**src/rtl/interp_output_serializer_if.sv**
```systemverilog
// Handshake bundle between the interpolation filter, the output serializer
// and the downstream consumer. The slave modport is the serializer's view.
interface interp_output_serializer_if #(
  parameter int IN_W   = 16,
  parameter int OUT_W  = 8,
  parameter int NPHASE = 15
);
  logic                           in_valid;
  logic                           in_ready;
  logic [NPHASE-1:0][IN_W-1:0]    y;
  logic                           out_valid;
  logic                           out_ready;
  logic [OUT_W-1:0]               out_data;
  logic [3:0]                     out_phase;
  logic                           out_last;

  modport master (
    output in_valid, y, out_ready,
    input  in_ready, out_valid, out_data, out_phase, out_last
  );

  modport slave (
    input  in_valid, y, out_ready,
    output in_ready, out_valid, out_data, out_phase, out_last
  );
endinterface

```
**src/rtl/interp_output_serializer.sv**
```systemverilog
// Captures one set of 15 interpolated phases from the filter and emits them
// one phase per accepted beat, rounded by 2^SHIFT and saturated to OUT_W.
//
// state  | meaning
// S_IDLE | no set held, ready to capture
// S_EMIT | set captured, out_valid high, walking phases 0..NPHASE-1
module interp_output_serializer #(
  parameter int IN_W   = 16,
  parameter int OUT_W  = 8,
  parameter int SHIFT  = 6,
  parameter int NPHASE = 15
) (
  input  logic                         clk,
  input  logic                         rst,
  interp_output_serializer_if.slave    bus
);

  localparam logic [3:0]             LAST_PH = 4'(NPHASE - 1);
  localparam logic signed [IN_W:0]   RND     = (IN_W+1)'(1 << (SHIFT - 1));
  localparam logic signed [IN_W:0]   SAT_MAX = (IN_W+1)'((1 << (OUT_W - 1)) - 1);
  localparam logic signed [IN_W:0]   SAT_MIN = ~SAT_MAX;

  typedef enum logic {S_IDLE, S_EMIT} state_t;

  state_t                       r_state;
  state_t                       w_state_nxt;
  logic [NPHASE-1:0][IN_W-1:0]  r_cap;
  logic [3:0]                   r_phase;
  logic [OUT_W-1:0]             r_data;
  logic [3:0]                   w_phase_inc;
  logic                         w_last;
  logic                         w_capture;
  logic                         w_advance;
  logic                         w_drain;

  // Round half toward +inf, then clamp; the extra headroom bit keeps +32767 from wrapping.
  function automatic logic [OUT_W-1:0] conv(input logic [IN_W-1:0] y);
    logic signed [IN_W:0] v_ext;
    logic signed [IN_W:0] v_sum;
    logic signed [IN_W:0] v_shr;
    v_ext = $signed({y[IN_W-1], y});
    v_sum = v_ext + RND;
    v_shr = v_sum >>> SHIFT;
    if (v_shr > SAT_MAX)
      conv = SAT_MAX[OUT_W-1:0];
    else if (v_shr < SAT_MIN)
      conv = SAT_MIN[OUT_W-1:0];
    else
      conv = v_shr[OUT_W-1:0];
  endfunction

  assign w_last      = (r_state == S_EMIT) && (r_phase == LAST_PH);
  assign w_phase_inc = r_phase + 4'd1;

  // A new set is taken when idle, or in the same cycle the last beat of the
  // current set is accepted so back-to-back sets have no bubble.
  assign bus.in_ready  = (r_state == S_IDLE) || (w_last && bus.out_ready);
  assign bus.out_valid = (r_state == S_EMIT);
  assign bus.out_last  = w_last;
  assign bus.out_phase = r_phase;
  assign bus.out_data  = r_data;

  // State register.
  always_ff @(posedge clk or posedge rst) begin
    if (rst)
      r_state <= S_IDLE;
    else
      r_state <= w_state_nxt;
  end

  // Next-state decode and datapath strobes.
  always_comb begin
    w_state_nxt = r_state;
    w_capture   = 1'b0;
    w_advance   = 1'b0;
    w_drain     = 1'b0;
    case (r_state)
      S_IDLE: begin
        if (bus.in_valid) begin
          w_capture   = 1'b1;
          w_state_nxt = S_EMIT;
        end
      end
      S_EMIT: begin
        if (bus.out_ready) begin
          if (w_last) begin
            if (bus.in_valid) begin
              w_capture = 1'b1;
            end else begin
              w_drain     = 1'b1;
              w_state_nxt = S_IDLE;
            end
          end else begin
            w_advance = 1'b1;
          end
        end
      end
    endcase
  end

  // Capture registers and the registered output sample; held while stalled.
  always_ff @(posedge clk or posedge rst) begin
    if (rst) begin
      r_cap   <= '0;
      r_phase <= 4'd0;
      r_data  <= '0;
    end else if (w_capture) begin
      r_cap   <= bus.y;
      r_phase <= 4'd0;
      r_data  <= conv(bus.y[0]);
    end else if (w_advance) begin
      r_phase <= w_phase_inc;
      r_data  <= conv(r_cap[w_phase_inc]);
    end else if (w_drain) begin
      r_phase <= 4'd0;
      r_data  <= '0;
    end
  end

endmodule

```
**src/flat_wrapper.sv**
```systemverilog
// flat-port wrapper written by rule: the top's interface ports become plain ports
module interp_output_serializer_flat 
#(
  parameter int IN_W   = 16,
  parameter int OUT_W  = 8,
  parameter int SHIFT  = 6,
  parameter int NPHASE = 15
)
  (clk, rst, bus_in_valid, bus_y, bus_out_ready, bus_in_ready, bus_out_valid, bus_out_data, bus_out_phase, bus_out_last);
  interp_output_serializer_if #(.IN_W(IN_W), .OUT_W(OUT_W), .NPHASE(NPHASE)) bus_i ();
  input  logic clk;
  input  logic rst;
  input wire logic [$bits(bus_i.in_valid)-1:0] bus_in_valid;
  input wire logic [$bits(bus_i.y)-1:0] bus_y;
  input wire logic [$bits(bus_i.out_ready)-1:0] bus_out_ready;
  output wire logic [$bits(bus_i.in_ready)-1:0] bus_in_ready;
  output wire logic [$bits(bus_i.out_valid)-1:0] bus_out_valid;
  output wire logic [$bits(bus_i.out_data)-1:0] bus_out_data;
  output wire logic [$bits(bus_i.out_phase)-1:0] bus_out_phase;
  output wire logic [$bits(bus_i.out_last)-1:0] bus_out_last;
  assign bus_i.in_valid = bus_in_valid;
  assign bus_i.y = bus_y;
  assign bus_i.out_ready = bus_out_ready;
  assign bus_in_ready = bus_i.in_ready;
  assign bus_out_valid = bus_i.out_valid;
  assign bus_out_data = bus_i.out_data;
  assign bus_out_phase = bus_i.out_phase;
  assign bus_out_last = bus_i.out_last;
  interp_output_serializer #(.IN_W(IN_W), .OUT_W(OUT_W), .SHIFT(SHIFT), .NPHASE(NPHASE)) u_core (.clk(clk), .rst(rst), .bus(bus_i));
endmodule
```
**config.mk**
```make
export PLATFORM = sky130hd
export DESIGN_NAME = interp_output_serializer_flat
export DESIGN_NICKNAME = d
export VERILOG_FILES = /design/src/rtl/interp_output_serializer_if.sv /design/src/rtl/interp_output_serializer.sv /design/src/flat_wrapper.sv
export SDC_FILE = /design/constraint.sdc
export NUM_CORES = 1
export LEC_CHECK = 0
export ABC_AREA = 1
export ABC_CLOCK_PERIOD_IN_PS = 6550
export CELL_PAD_IN_SITES_DETAIL_PLACEMENT = 1
export CELL_PAD_IN_SITES_GLOBAL_PLACEMENT = 1
export CORE_ASPECT_RATIO = 1.1
export CORE_MARGIN = 4
export CORE_UTILIZATION = 31
export CTS_CLUSTER_DIAMETER = 200
export DETAILED_ROUTE_END_ITERATION = 12
export PLACE_DENSITY_LB_ADDON = 0.1
export SYNTH_ARGS = -nofsm -noshare
export SYNTH_HDL_FRONTEND = slang
export SYNTH_SLANG_ARGS = --single-unit
```
**constraint.sdc**
```tcl
create_clock -name clk -period 6.55 [get_ports clk]
set_input_delay 1.6375 -clock clk [delete_from_list [all_inputs] [get_ports clk]]
set_output_delay 1.6375 -clock clk [all_outputs]
set_load 0.02 [all_outputs]
```
==> results by group, run 1 <==
Yosys
  • Simple-gate share of the synthesized area: 0.330
  • Most common cell in the netlist: nand2_1
  • Top_reg_cell synth: dfrtp_1
  • Adder-Cell Fraction of Synth Area: 0.00536
  • Post-synth top cells: nand2_1 (506), dfrtp_1 (178), inv_1 (119), o21ai_0 (114), nand3_1 (100)
  • Top cells by area, synth: dfrtp_1 (48%), nand2_1 (20%), o21ai_0 (6.1%)
  • Syn avg cell area: around 7.4 um^2
  • Ys async rst share: 1.00
  • Post-synth EDFFs: 0
  • Mapped Cells: 1256
  • Synth top area share: 0.477
  • Seq/Total Area, Yosys: 0.477
  • Unique masters post-synth: 33
  • Xor/xnor cell area share of the yosys netlist: 0.0138
  • Flops & latches, synth: about 180
  • Cell Area, Synth: 9330 um^2
  • Largest family of logic cells by synthesized area: simple AND/OR/NAND/NOR gates
  • YS warnings: 0
  • Mux cell area share after synthesis: 0
  • Post-synth top area cell: dfrtp_1
  • Syn_nets: 1504
  • Synth Area in Compound Gates: 0.0815

Run status
  • Status: finished clean

Global routing
  • Vias in the first global route: 8888
  • Largest net degree at the start of global routing: 129
  • Initial antenna violation count: 0
  • First-pass GRT wire length: about 50 mm
  • Congestion Overflow GR: 0
  • Total track usage: 0.191

Timing
  • Setup Skew: 0.0163 ns
  • Slew headroom: 0.269
  • Final cycle utilization of the critical path: 0.699
  • Max Slew Vio Count: 0
  • Final worst path period need: 4.58 ns
  • Slew @ Worst Pin: 1.10 ns
  • Final hold vios: 0
  • Unrepaired setup endpoints after global routing: false
  • FMAX: 218 MHz
  • Sum Neg Setup Slack: 0 ns
  • Final setup fails: 0
  • Hold slack: roughly 0.48 ns

Die
  • Overall die area: 33000 um^2
  • Die Span Y: 190 um
  • Io pins: 259
  • Chip width: 173 um
  • Site Rows: 66
  • Core Area: approximately 30000 um^2
  • Initial Utilization: 0.315

Worst setup path
  • R2R cell count: 20
  • FF-to-FF Start: u_core.bus.out_phase[0]
  • Worst R2R Setup Slack: 2.73 ns
  • Max incr delay on CP: 0.63 ns
  • Critical Path Start Type: primary input
  • CP required: around 4.9 ns
  • WS Path Type: in2out
  • Critical Path AT: 2.94 ns
  • Crit. Startpoint: bus_out_ready
  • CP max stage cell: clkdlybuf4s50_1
  • R2R Path End: u_core.bus.out_data[6]
  • CP Capture Point: bus_in_ready
  • CP cell instances: clkdlybuf4s50_1, nand2_1, nand2_1, clkdlybuf4s50_1
  • Critical-path maximum fanout: 3
  • Worst Setup End Kind: output pin

Routing
  • Number of remaining DRC errors: 0
  • DR vias: 8268
  • Routed WL: 31.0 mm
  • DR vias/cell: 4.63
  • 1st-pass router iterations: 4
  • Initial DRC Count: 437
  • Routed wire length per instance: approximately 17 um
  • Antenna-violating nets left: 0

CTS
  • # clock sinks: 178
  • CTS resizes: 0
  • Clock Tree Buf Depth: 2
  • Hold-fix buffers, CTS: 0
  • Clock root buffer: clkbuf_16
  • H-Tree Depth: 4
  • CTS tree: built
  • Skew-Pair Late Insertion Delay: about 0.44 ns
  • CTS Buf Count: 17
  • Clock transition at the registers of the reported paths: 0.07 ns
  • Setup bufs post-CTS: 0

Pwr
  • Sequential share of power: 0.328
  • Sw Ratio: 0.450
  • Pwr/cell area: 480 nW/um^2
  • Sw power: 2.58 mW
  • Power, Total: 5.72 mW
  • Clk pwr share: 0.183
  • Comb pwr share: 0.489
  • P_int: 3.14 mW
  • Peak supply drop: 0.000175 V
  • LEAKAGE: 5.76 nW

Layout
  • Final nets: ~1600
  • Cell area after layout: 11900 um^2
  • Share of layout cells above drive strength 1: 0.0652
  • Core Util, Final: 0.402
  • Ant diodes: 0
  • Area delta synth->final: 27.8%

Placement
  • Port bufs: 183
  • Placed wire-length estimate: between 20 and 25 mm
  • Placed instance area: 11300 um^2
  • Placer congestion estimate: between 0.7 and 0.8

Job
  • Total of max-cap violations: 0

Worst hold path
  • Worst hold-check path type: reg2reg
-- how the worst min path moves through the flow --
stage                 startpoint           endpoint  slack, ns  cells after the start
3_5_place_dp   u_core.r_cap[105]  u_core.r_cap[105]       0.46                      2
6_report       u_core.r_cap[175]  u_core.r_cap[175]       0.48                      2
4_1_cts        u_core.r_cap[111]  u_core.r_cap[111]       0.48                      2
2_1_floorplan  u_core.r_cap[105]  u_core.r_cap[105]       0.44                      2
3_3_place_gp   u_core.r_cap[111]  u_core.r_cap[111]       0.46                      2
5_1_grt        u_core.r_cap[230]  u_core.r_cap[230]       0.50                      2
-- layout make-up --
class | instances | area (um^2)
clock buffer | 17 | 425
clock inverter | 15 | 159
fill | 3658 | 17700
inverter | 125 | 484
multi-input combinational | 884 | 4030
sequential | 178 | 4460
tap | 374 | 468
timing repair buffer | 191 | 1900
-- cells in the final DEF, fill, tap and decap left out, types with 2 or more instances in the layout --
master,Yosys,layout
nand2_1,506,505
clkbuf_16,0,17
inv_6,0,5
inv_2,5,5
nor2_1,77,77
buf_4,13,7
o21ai_1,4,4
nand2_2,16,16
inv_1,119,117
nand3_4,3,3
clkdlybuf4s50_1,0,183
nand3_2,6,6
clkinv_4,0,2
nand2_4,6,7
nor3_1,4,4
dfrtp_1,178,177
xor2_2,2,2
o211ai_1,8,8
nand3_1,100,100
o22ai_1,2,2
xor2_1,10,10
a21oi_1,7,7
nor2_4,2,2
ha_1,4,3
clkinvlp_4,0,2
inv_8,0,6
nor2_8,2,2
o21ai_0,114,114
nand4_1,3,3
o211ai_2,3,3
-- power groups by stage --
| stage | clock network (mW) | registers, mW | logic [mW] |
|---|---|---|---|
| 3_5_place_dp | 0 | 1.90 | 2.86 |
| 3_3_place_gp | 0 | 1.88 | 2.80 |
| 5_1_grt | 1.13 | 1.94 | 3.18 |
| 6_report | 1.05 | 1.87 | 2.80 |
| 4_1_cts | 1.08 | 1.88 | 2.87 |
| 2_1_floorplan | 0 | 1.88 | 2.00 |
-- kinds of logic (layout without fill, tap and decap cells) --
family	count (synthesis)	count (layout)
and+or+nand+nor	726	726
buffers and inverters	194	348
DFF	178	178
AOI/OAI and AO/OA	141	141
xor gates and xnor gates	13	13
adders and majority gates	4	4
-- worst max-delay path: cells and delay by family --
kind                   cells  cell delay, ns
and+or+nand+nor            2            0.20
buffers and inverters      2            1.11
-- per-stage QoR --
step | std cells | worst slack (ns)
2_1_floorplan | 1256 | 0.0822
6_report | 1784 | 1.97
5_1_grt | 1784 | 1.87
3_5_place_dp | 1752 | 1.96
3_3_place_gp | 1752 | 1.98
4_1_cts | 1784 | 1.96
-- registers in the layout, summed over array words and instances (netlist names) --
name	cells
u_core.bus.out_valid	1
u_core.bus.out_data	8
u_core.bus.out_phase	4
u_core.r_cap	165
-- routing by layer --
layer | global-route usage | routed length [um]
met1 | 0.267 | 15200
met2 | 0.312 | 14400
met3 | 0.0320 | 991
met4 | 0.0454 | 382
met5 | 0 | 0
No activity file was read; power rests on OpenSTA's default activity.
==> inputs of run 2 (changes only) <==
ABC_CLOCK_PERIOD_IN_PS = 4700   (was 6550)
CORE_UTILIZATION = 35   (was 31)
clock period = 4.7 ns   (was 6.55 ns; I/O delays follow)
==> run 2 against run 1 <==
Setup slack got worse by 0.91 ns; count of clock-buffer cells in the layout is the same; final cell count shrank 0.78%; largest power group unchanged; via count up 0.31%; final area grew 0.70%; sequential power rose by 41%; global-route usage rose by 1.6 points; sequential cell count did not move.
==> results by group, run 2 (synthesis gave the netlist of run 1 again) <==
Run status
  • Status: finished clean

Layout
  • Multi-input logic area: a little over 4000 um^2
  • Max reg flops: 165
  • Fill cells: 3286
  • Most frequent cells in the layout: nand2_1 (505), clkdlybuf4s50_1 (183), dfrtp_1 (177)
  • Area delta synth->final: 28.7%
  • Sequential cell area: 4460 um^2
  • Cell area after layout: 12000 um^2
  • Most common cell after layout, fill and taps aside: nand2_1
  • Fin cells: 1770
  • Final nets: approximately 1700
  • Share of layout cells above drive strength 1: 0.0705
  • Largest Register: u_core.r_cap
  • Ant diodes: 0
  • Core Util, Final: 0.458

Routing
  • Antenna-violating nets left: 0
  • DR vias: 8294
  • Initial DRC Count: 458
  • Number of remaining DRC errors: 0
  • DR vias/cell: 4.69
  • Routed wire length per instance: between 15 and 20 um
  • 1st-pass router iterations: 4
  • Routed WL: roughly 30 mm

Worst hold path
  • Worst hold-check path type: reg2reg

Pwr
  • P_int: 4.42 mW
  • Clk pwr share: 0.182
  • Pwr/cell area: 664 nW/um^2
  • Sw Ratio: 0.446
  • Sw power: 3.55 mW
  • LEAKAGE: between 5 and 6 nW
  • Sequential share of power: 0.331
  • Comb pwr share: 0.487
  • Peak supply drop: 0.000264 V

Global routing
  • Largest net degree at the start of global routing: 82
  • Total track usage: 0.207
  • Vias in the first global route: 8584
  • First-pass GRT wire length: between 40 and 50 mm
  • Congestion Overflow GR: 0
  • Initial antenna violation count: 4

Die
  • Core Area: 26200 um^2
  • Overall die area: 29300 um^2
  • Site Rows: 62
  • Initial Utilization: 0.356
  • Chip width: 164 um
  • Io pins: 259
  • Die Span Y: around 180 um

Worst setup path
  • Worst Setup End Kind: output pin
  • Critical Path AT: 2.47 ns
  • Critical Path Start Type: primary input
  • Critical-path maximum fanout: 3
  • CP required: between 3 and 4 ns
  • WS Path Type: in2out

Timing
  • FMAX: 275 MHz
  • Setup Skew: ~0.011 ns
  • Slew @ Worst Pin: 0.847 ns
  • Sum Neg Setup Slack: 0 ns
  • Final worst path period need: around 3.6 ns
  • Slew headroom: 0.435
  • Final setup fails: 0
  • Final hold vios: 0
  • Max Slew Vio Count: 0
  • Unrepaired setup endpoints after global routing: false
  • Final cycle utilization of the critical path: 0.775

Placement
  • Port bufs: 183
  • Placer congestion estimate: 0.791
  • Cells after DPL: 1738
  • Placed instance area: 11400 um^2
  • Placed wire-length estimate: 21.0 mm

CTS
  • Skew-Pair Late Insertion Delay: 0.44 ns
  • Clock Tree Buf Depth: 2
  • CTS tree: built
  • H-Tree Depth: 4
  • Setup bufs post-CTS: 0
  • Clock root buffer: clkbuf_16
  • # clock sinks: 178
  • Hold-fix buffers, CTS: 0
  • Clock transition at the registers of the reported paths: about 0.07 ns
  • CTS resizes: 0
  • CTS Buf Count: 17

Job
  • Total of max-cap violations: 0
run 2: cell types whose count changed in the layout (fill, tap and decap cells not counted), sizes merged:
cell and change:
buf +8, inv -2, clkinv +1, clkinvlp +1
run 2: through the flow:
step / hold WS [ns] / power, mW / worst slack [ns]
detailed placement: 0.460 / 6.60 / 1.05
global placement: 0.457 / 6.51 / 1.06
finish: 0.475 / 7.97 / 1.06
global route: 0.492 / 8.70 / 0.802
CTS: 0.480 / 8.10 / 1.05
floorplan: 0.444 / 5.41 / 1.24
run 2: layout make-up:
class / count / share of cell area
timing repair buffer: 199 / 0.168
clock buffer: 17 / 0.0354
tap: 352 / 0.0367
clock inverter: 15 / 0.0136
inverter: 125 / 0.0400
multi-input combinational: 884 / 0.335
sequential: 178 / 0.371
run 2: worst paths after layout:
check	from	to	slack, ns	cells after the start
min in group asynchronous	rst	u_core.r_cap[102]	1.24	2
max reg2reg	u_core.bus.out_phase[0]	u_core.bus.out_data[6]	1.11	19
max in group asynchronous	rst	u_core.r_cap[168]	2.68	3
min reg2reg	u_core.r_cap[106]	u_core.r_cap[106]	0.48	2
min	u_core.r_cap[106]	u_core.r_cap[106]	0.48	2
max	bus_out_ready	bus_in_ready	1.06	4
run 2: power groups by stage:
stage | registers (mW) | logic (mW) | clock network, mW
finish | 2.64 | 3.88 | 1.45
global route | 2.73 | 4.41 | 1.55
CTS | 2.64 | 3.97 | 1.48
detailed placement | 2.67 | 3.93 | 0
global placement | 2.65 | 3.86 | 0
floorplan | 2.62 | 2.79 | 0
run 2: critical path, stage by stage:
cell and delay (ns):
clkdlybuf4s50_1 0.47, nand2_1 0.05, nand2_1 0.13, clkdlybuf4s50_1 0.63
run 2: routing by layer:
layer / global-route usage / up-vias / wire (um)
li1: - / 4187 / -
met1: 0.284 / 3926 / 13900
met2: 0.341 / 141 / 14100
met3: 0.0363 / 32 / 1300
met4: 0.0510 / 8 / 373
met5: 0 / - / 55
